### src/rtl/serial_frame_deser_if.sv
// Bit-stream in / word-out handshake bundle for serial_frame_deser.
// master drives the serial line and the consumer ready; slave is the deserializer.
interface serial_frame_deser_if #(
  parameter int WIDTH = 8
);
  logic             din;
  logic             din_en;
  logic [WIDTH-1:0] dout;
  logic             dout_valid;
  logic             dout_ready;
  logic             frame_err;
  logic             overrun;
  logic             busy;

  modport master (
    output din, din_en, dout_ready,
    input  dout, dout_valid, frame_err, overrun, busy
  );

  modport slave (
    input  din, din_en, dout_ready,
    output dout, dout_valid, frame_err, overrun, busy
  );
endinterface

### src/rtl/serial_frame_deser.sv
// Serial frame deserializer: start(1), WIDTH data bits LSB first, stop(0).
// Good frames land in a one-deep valid/ready slot; framing errors and overruns pulse for one cycle.
module serial_frame_deser #(
  parameter int WIDTH = 8
) (
  input  logic                 clk,
  input  logic                 rst,
  serial_frame_deser_if.slave  bus
);

  localparam int CW = (WIDTH > 2) ? $clog2(WIDTH) : 1;
  localparam logic [CW-1:0] LAST = CW'(WIDTH - 1);

  typedef enum logic [1:0] {
    IDLE = 2'd0,
    DATA = 2'd1,
    STOP = 2'd2
  } state_t;

  state_t           state, state_nxt;
  logic [CW-1:0]    cnt, cnt_nxt;
  logic [WIDTH-1:0] shreg, shreg_nxt;
  logic [WIDTH-1:0] dout_q, dout_nxt;
  logic             valid_q, valid_nxt;
  logic             ferr_q, ferr_nxt;
  logic             ovr_q, ovr_nxt;
  logic             busy_q;
  logic             good_stop, bad_stop, slot_free;

  always_ff @(posedge clk or posedge rst) begin
    if (rst) begin
      state   <= IDLE;
      cnt     <= '0;
      shreg   <= '0;
      dout_q  <= '0;
      valid_q <= 1'b0;
      ferr_q  <= 1'b0;
      ovr_q   <= 1'b0;
      busy_q  <= 1'b0;
    end else begin
      state   <= state_nxt;
      cnt     <= cnt_nxt;
      shreg   <= shreg_nxt;
      dout_q  <= dout_nxt;
      valid_q <= valid_nxt;
      ferr_q  <= ferr_nxt;
      ovr_q   <= ovr_nxt;
      busy_q  <= (state_nxt != IDLE);
    end
  end

  // Frame FSM advances only on enabled samples.
  always_comb begin
    state_nxt = state;
    cnt_nxt   = cnt;
    shreg_nxt = shreg;
    good_stop = 1'b0;
    bad_stop  = 1'b0;
    if (bus.din_en) begin
      case (state)
        IDLE: begin
          if (bus.din) begin
            state_nxt = DATA;
            cnt_nxt   = '0;
          end
        end
        DATA: begin
          shreg_nxt[cnt] = bus.din;
          cnt_nxt        = cnt + 1'b1;
          if (cnt == LAST) begin
            state_nxt = STOP;
            cnt_nxt   = '0;
          end
        end
        STOP: begin
          good_stop = ~bus.din;
          bad_stop  = bus.din;
          state_nxt = IDLE;
        end
        default: begin
          state_nxt = IDLE;
          cnt_nxt   = '0;
        end
      endcase
    end
  end

  // The slot counts as free when it is empty or being drained on this same edge.
  always_comb begin
    slot_free = ~valid_q | bus.dout_ready;
    dout_nxt  = dout_q;
    valid_nxt = valid_q & ~bus.dout_ready;
    ferr_nxt  = bad_stop;
    ovr_nxt   = 1'b0;
    if (good_stop) begin
      if (slot_free) begin
        dout_nxt  = shreg;
        valid_nxt = 1'b1;
      end else begin
        ovr_nxt   = 1'b1;
      end
    end
  end

  assign bus.dout       = dout_q;
  assign bus.dout_valid = valid_q;
  assign bus.frame_err  = ferr_q;
  assign bus.overrun    = ovr_q;
  assign bus.busy       = busy_q;

endmodule

### src/flat_wrapper.sv
// flat-port wrapper written by rule: the top's interface ports become plain ports
module serial_frame_deser_flat 
#(
  parameter int WIDTH = 8
)
  (clk, rst, bus_din, bus_din_en, bus_dout_ready, bus_dout, bus_dout_valid, bus_frame_err, bus_overrun, bus_busy);
  serial_frame_deser_if #(.WIDTH(WIDTH)) bus_i ();
  input  logic clk;
  input  logic rst;
  input wire logic [$bits(bus_i.din)-1:0] bus_din;
  input wire logic [$bits(bus_i.din_en)-1:0] bus_din_en;
  input wire logic [$bits(bus_i.dout_ready)-1:0] bus_dout_ready;
  output wire logic [$bits(bus_i.dout)-1:0] bus_dout;
  output wire logic [$bits(bus_i.dout_valid)-1:0] bus_dout_valid;
  output wire logic [$bits(bus_i.frame_err)-1:0] bus_frame_err;
  output wire logic [$bits(bus_i.overrun)-1:0] bus_overrun;
  output wire logic [$bits(bus_i.busy)-1:0] bus_busy;
  assign bus_i.din = bus_din;
  assign bus_i.din_en = bus_din_en;
  assign bus_i.dout_ready = bus_dout_ready;
  assign bus_dout = bus_i.dout;
  assign bus_dout_valid = bus_i.dout_valid;
  assign bus_frame_err = bus_i.frame_err;
  assign bus_overrun = bus_i.overrun;
  assign bus_busy = bus_i.busy;
  serial_frame_deser #(.WIDTH(WIDTH)) u_core (.clk(clk), .rst(rst), .bus(bus_i));
endmodule
### config.mk
export PLATFORM = sky130hd
export DESIGN_NAME = serial_frame_deser_flat
export DESIGN_NICKNAME = d
export VERILOG_FILES = /design/src/rtl/serial_frame_deser_if.sv /design/src/rtl/serial_frame_deser.sv /design/src/flat_wrapper.sv
export SDC_FILE = /design/constraint.sdc
export NUM_CORES = 1
export LEC_CHECK = 0
export CORE_ASPECT_RATIO = 0.7
export CORE_MARGIN = 2
export CORE_UTILIZATION = 45
export DETAILED_ROUTE_END_ITERATION = 12
export GPL_ROUTABILITY_DRIVEN = 0
export GPL_TIMING_DRIVEN = 0
export PLACE_DENSITY = 0.69
export SLEW_MARGIN = 20
export SYNTH_ARGS = -nofsm -noshare
export SYNTH_HDL_FRONTEND = slang
export SYNTH_SLANG_ARGS = --single-unit
### constraint.sdc
create_clock -name clk -period 1.89 [get_ports clk]
set_clock_uncertainty 0.2 [all_clocks]
set_input_delay 0.567 -clock clk [delete_from_list [all_inputs] [get_ports clk]]
set_output_delay 0.567 -clock clk [all_outputs]
set_load 0.02 [all_outputs]
## Yosys cells after proc, flatten, opt, wreduce, memory -nomap -nowiden

Cells that the tools add are included.

| operators by class | value |
|---|---|
| add/sub/neg operators | 1 |
| order comparisons | 2 |
| equal/unequal tests | 4 |
| mux-type cells | 18 |
| bitwise gates (word level) | 6 |
| reduce and logical (&&, ||, !) cells | 6 |

Operators by type and width:

| operator | count |
|---|---|
| two-way mux 1 bit | 9 |
| case mux 3 bit (3 select lines) | 1 |
| bitwise mux 8 bit | 1 |
| two-way mux 2 bit | 3 |
| two-way mux 3 bit | 2 |
| less-than comparator 3 x 4 -> 1 bit (second input constant) | 1 |
| NOT 1 bit | 4 |
| case mux 2 bit (2 select lines) | 1 |
| AND reduction 2 bit | 2 |
| adder 3 x 1 -> 3 bit (second input constant) | 1 |
| demux 1 bit (select 3 bit) | 1 |
| == test 3 bit (second input constant) | 1 |
| >= comparator 3 x 1 -> 1 bit (second input constant) | 1 |
| AND reduction 3 bit | 1 |
| == test 2 x 1 -> 1 bit (second input constant) | 1 |
| == test 2 bit (second input constant) | 1 |
| zero test 2 bit | 1 |
| != test 2 bit (second input constant) | 1 |
| nonzero test 2 bit | 1 |
| bitwise AND 1 bit | 1 |
| logical AND 1 bit | 1 |
| bitwise OR 1 bit | 1 |

| storage, ports and cells | value |
|---|---|
| flip-flop bits (word level) | 25 |
| input port bits | 5 |
| output and inout bits | 12 |

## Longest topological paths before layout

| logic depth | value |
|---|---|
| word-level depth | 5 |
| gate-level depth with buffers | 5 |

## Worst setup path after synthesis

Ideal clock, no wire load.

| timing | value |
|---|---|
| kind | in2reg |
| start | in bus_dout_ready |
| end | reg u_core.dout_q[0], in the netlist u_core.bus.dout[0] |
| library setup time | 0.125 ns |
| data arrival time | 1.568 ns |
| required time | 1.565 ns |
| path slack | -0.003 ns |
| cell stages on the path | 4 |
| buffers on the path | 1 |
| cell sequence | nand2b_1 -> or4b_1 -> buf_6 -> mux2_4 |

| on the way | value |
|---|---|
| cells in the longest elaborated chain, start to end | 2 |

RTL lines:

| item | line | RTL |
|---|---|---|
| start, declared | flat_wrapper.sv:12 | `input wire logic [$bits(bus_i.dout_ready)-1:0] bus_dout_ready;` |
| bitwise OR 1 bit | serial_frame_deser.sv:90 | `slot_free = ~valid_q \| bus.dout_ready;` |
| AND reduction 2 bit (no line) | n/a |  |
| end signal, assigned | serial_frame_deser.sv:44 | `dout_q <= dout_nxt;` |
| end, declared | serial_frame_deser.sv:23 | `logic [WIDTH-1:0] dout_q, dout_nxt;` |

No other way between the ends.
A chain may end at the register's enable or synchronous reset.

## Final worst setup path

| timing | value |
|---|---|
| start | in bus_din |
| end | reg u_core.dout_q[7], in the netlist u_core.bus.dout[7] |

| on the way | value |
|---|---|
| cells in the longest elaborated chain, start to end | 4 |

RTL lines:

| item | line | RTL |
|---|---|---|
| start, declared | flat_wrapper.sv:10 | `input wire logic [$bits(bus_i.din)-1:0] bus_din;` |
| NOT 1 bit | serial_frame_deser.sv:76 | `good_stop = ~bus.din;` |
| two-way mux 1 bit | serial_frame_deser.sv:60 | `case (state)` |
| two-way mux 1 bit | serial_frame_deser.sv:59 | `if (bus.din_en) begin` |
| AND reduction 2 bit (no line) | n/a |  |

No other way between the ends.

==> run_results.csv <==
group,metric,value,unit
yosys,ys_seq_elements,25,
sta,hold_violations,0,
floorplanning,core_area,2220,sq um
place,dp_slack,-0.633,ns
sta,drv_slew,0,
clock_tree,clock_latency,0.33,ns
worst_hold_path,min_to,"u_core.bus.dout[4]",
setup_path,cp.required,1.90,ns
power_and_ir_drop,power.total,0.00148,W
sta,fmax,0.541,GHz
power_and_ir_drop,peakVddDrop,768,uV
detailed_routing,drc,0,
detailed_routing,routed_wl,1910,um
sta,fin_ws,0.0415,ns
cells_and_area,n_antenna_cell,0,
setup_path,cp_data_arrival_time,1.86,ns
detailed_routing,post_drt_wl_per_cell,14.5,um
yosys,async_flop_share,100,%
floorplanning,rows,14,
clock_tree,clkTransAtPathRegs,0.12,ns
yosys,syn-num-nets,86,
flow_run,max_cap_viol_count,0,
sta,hold_ws,0.319,ns
power_and_ir_drop,netSwitchingFraction,32.8,%
clock_tree,cts_root_buf,"clkbuf_4",
yosys,ys.flop_type,"dfrtp_1",
cells_and_area,nNetsFinal,108,
cells_and_area,fillers,187,
power_and_ir_drop,p_switching,0.000484,W
sta,finalSetupViolations,0,
grt,grt_pass1_vias,672,
outcome,status,"complete, no violations",
clock_tree,ctsHoldBuffers,0,
clock_tree,cts.sinks,25,
power_and_ir_drop,pwr-share-clk,16.5,%
detailed_routing,route.vias.total,704,
sta,rsz0062_at_grt,"no",
setup_path,critPathMaxStageDelay,0.56,ns
setup_path,critical_path.startpoint,"bus_din",
grt,antenna_found_initial,0,
setup_path,path_cells,"dlygate4sd2_1 > or4b_4 > buf_8 > mux2_4",
cells_and_area,layout_common_cells,"dfrtp_1, dlygate4sd2_1, mux2_2, mux2_4",
setup_path,critPathMaxFanout,8,
floorplanning,start_util,49.0,%
grt,grt_usage,15.9,%
power_and_ir_drop,p_int,0.000993,W
place,dp_hpwl,1260,um
yosys,synth_edf_count,0,
detailed_routing,wl_met3,79,um
setup_path,startpoint_type,"input pin",
sta,worst_pin_slew,0.888,ns
floorplanning,die_area,2840,sq um
clock_tree,cts_inserted_buffers,3,
grt,overflow,0,
grt,grt_max_degree,26,
setup_path,path_class,"input pin to flip-flop",
floorplanning,pin_count,17,
cells_and_area,areaGrowthSynthToFinish,20.9,%
power_and_ir_drop,p_leak,0.678,nW
cells_and_area,drive_gt1_share,28.0,%
worst_hold_path,whs_path_depth,1,
clock_tree,clock_path_buffers,2,
yosys,syn_inst,79,
yosys,yosysSeqAreaShare,57.3,%
detailed_routing,dr_wl_met2,897,um
floorplanning,die_h,45.2,um
setup_path,reg2reg_slack,0.05,ns
clock_tree,cts_tree,"done",
floorplanning,die_w,62.9,um
power_and_ir_drop,power_density,1120,nW/um^2
worst_hold_path,hold_path_class,"flip-flop to flip-flop",
sta,timing.final.crit_period,1.85,ns
detailed_routing,via_per_inst,5.33,
detailed_routing,drtAntennaViolNets,0,
sta,timing.final.crit_share,97.8,%
clock_tree,h-tree-depth,1,
detailed_routing,wl_met1,917,um
detailed_routing,highest_layer,"met4",
cells_and_area,layout_commonest_cell,"dfrtp_1",
grt,grt_pass1_wl,3350,um
worst_hold_path,hp-start,"u_core.bus.dout[4]",
setup_path,rr_worst_depth,3,
setup_path,end_kind,"flip-flop",
sta,slew_headroom,40.4,%
setup_path,r2r_start,"u_core.state[0]",
setup_path,rr_endpoint,"u_core.bus.dout[7]",
detailed_routing,drt_first_pass_iters,4,
setup_path,slowest_stage,"or4b_4",
power_and_ir_drop,seq_power_share,56.2,%
yosys,avgSynthCellArea,13.8,sq um
yosys,netlist_area,1090,sq um
detailed_routing,drt_iter0_drc,22,
yosys,yosys_warnings,0,
place,port_buffers,16,
yosys,synth_cell_types,26,
power_and_ir_drop,combinationalPowerShare,27.3,%
[metal layers]
layer | up-vias | global-route usage (%)
met5 | - | 0
met4 | 0 | 4.00
met3 | 4 | 5.49
met2 | 15 | 26.0
met1 | 356 | 20.9
li1 | 329 | -
[flip-flops by register name, summed over array words and instances, names as in the netlist]
signal	count
u_core.cnt	3
u_core.state	2
u_core.bus.frame_err	1
u_core.bus.dout_valid	1
u_core.bus.busy	1
u_core.bus.dout	8
u_core.shreg	8
u_core.bus.overrun	1
[per-stage QoR]
step	area, sq um	util [%]	instances	setup TNS (ns)
5_1_grt	1320	59.3	132	0
3_5_place_dp	1300	58.4	127	-10.58
4_1_cts	1320	59.4	132	0
6_report	1320	59.3	132	0
3_3_place_gp	1300	58.4	127	-9.26
2_1_floorplan	1100	-	79	0
[power by group through the flow]
stage	clock network (W)	logic [W]	registers, W
after CTS	0.000245	0.000407	0.000823
after floorplan	0	0.000282	0.000830
after global placement	0	0.000410	0.000823
after detailed placement	0	0.000425	0.000837
after global routing	0.000271	0.000452	0.000859
final	0.000244	0.000403	0.000830
[cell usage after synthesis (2+ instances only)]
cell	instances	share of area (%)
dfrtp_1	25	57
o21ai_0	3	1.4
nor2_1	3	1.0
nand3_1	3	1.4
nand3b_1	2	1.4
mux2_2	8	8.3
nand4b_1	2	1.6
ha_1	2	2.3
inv_1	3	1.0
a22o_1	3	2.4
mux2_4	8	11
nand2_1	3	1.0
[cell type report]
class                           count  area (sq um)  area share (%)
Buffer                              3          23.8            1.80
Clock buffer                        4          26.3            1.99
Inverter                            3          11.3           0.854
Multi-Input combinational cell     48           445            33.8
Sequential cell                    25           626            47.4
Tap cell                           32          40.0            3.04
Timing Repair Buffer               17           146            11.1
[worst max-delay path: cells and delay by family]
kind                   cells  cell delay (ns)
buffers and inverters      2             0.44
multiplexers               1             0.29
AND/OR/NAND/NOR            1             0.56
[logic make-up after synthesis]
logic type / count (synthesis) / share of synthesized area, %
AO/OA/AOI/OAI: 8 / 5.28
adder cells (fa/ha/maj): 2 / 2.29
buffers and inverters: 6 / 2.87
flip-flops: 25 / 57.3
multiplexers: 16 / 19.3
AND/OR/NAND/NOR: 22 / 13.0
[how the worst max path moves through the flow]
stage / to / depth (start not counted)
final: u_core.bus.dout[7] / 4
after global routing: bus_dout_valid / 1
after CTS: u_core.bus.dout[7] / 5
after detailed placement: u_core.bus.dout[7] / 5
after global placement: u_core.bus.dout[1] / 5
after floorplan: u_core.bus.dout[0] / 4
[what timing repair did]
item | 4_1_cts | 5_1_grt
endpoints found under the setup margin | 24 | 9
setup buffers | 1 | 0
endpoints found under the hold margin | 0 | 0
resized for setup | 18 | 2
Power figures use the tool's default switching activity.
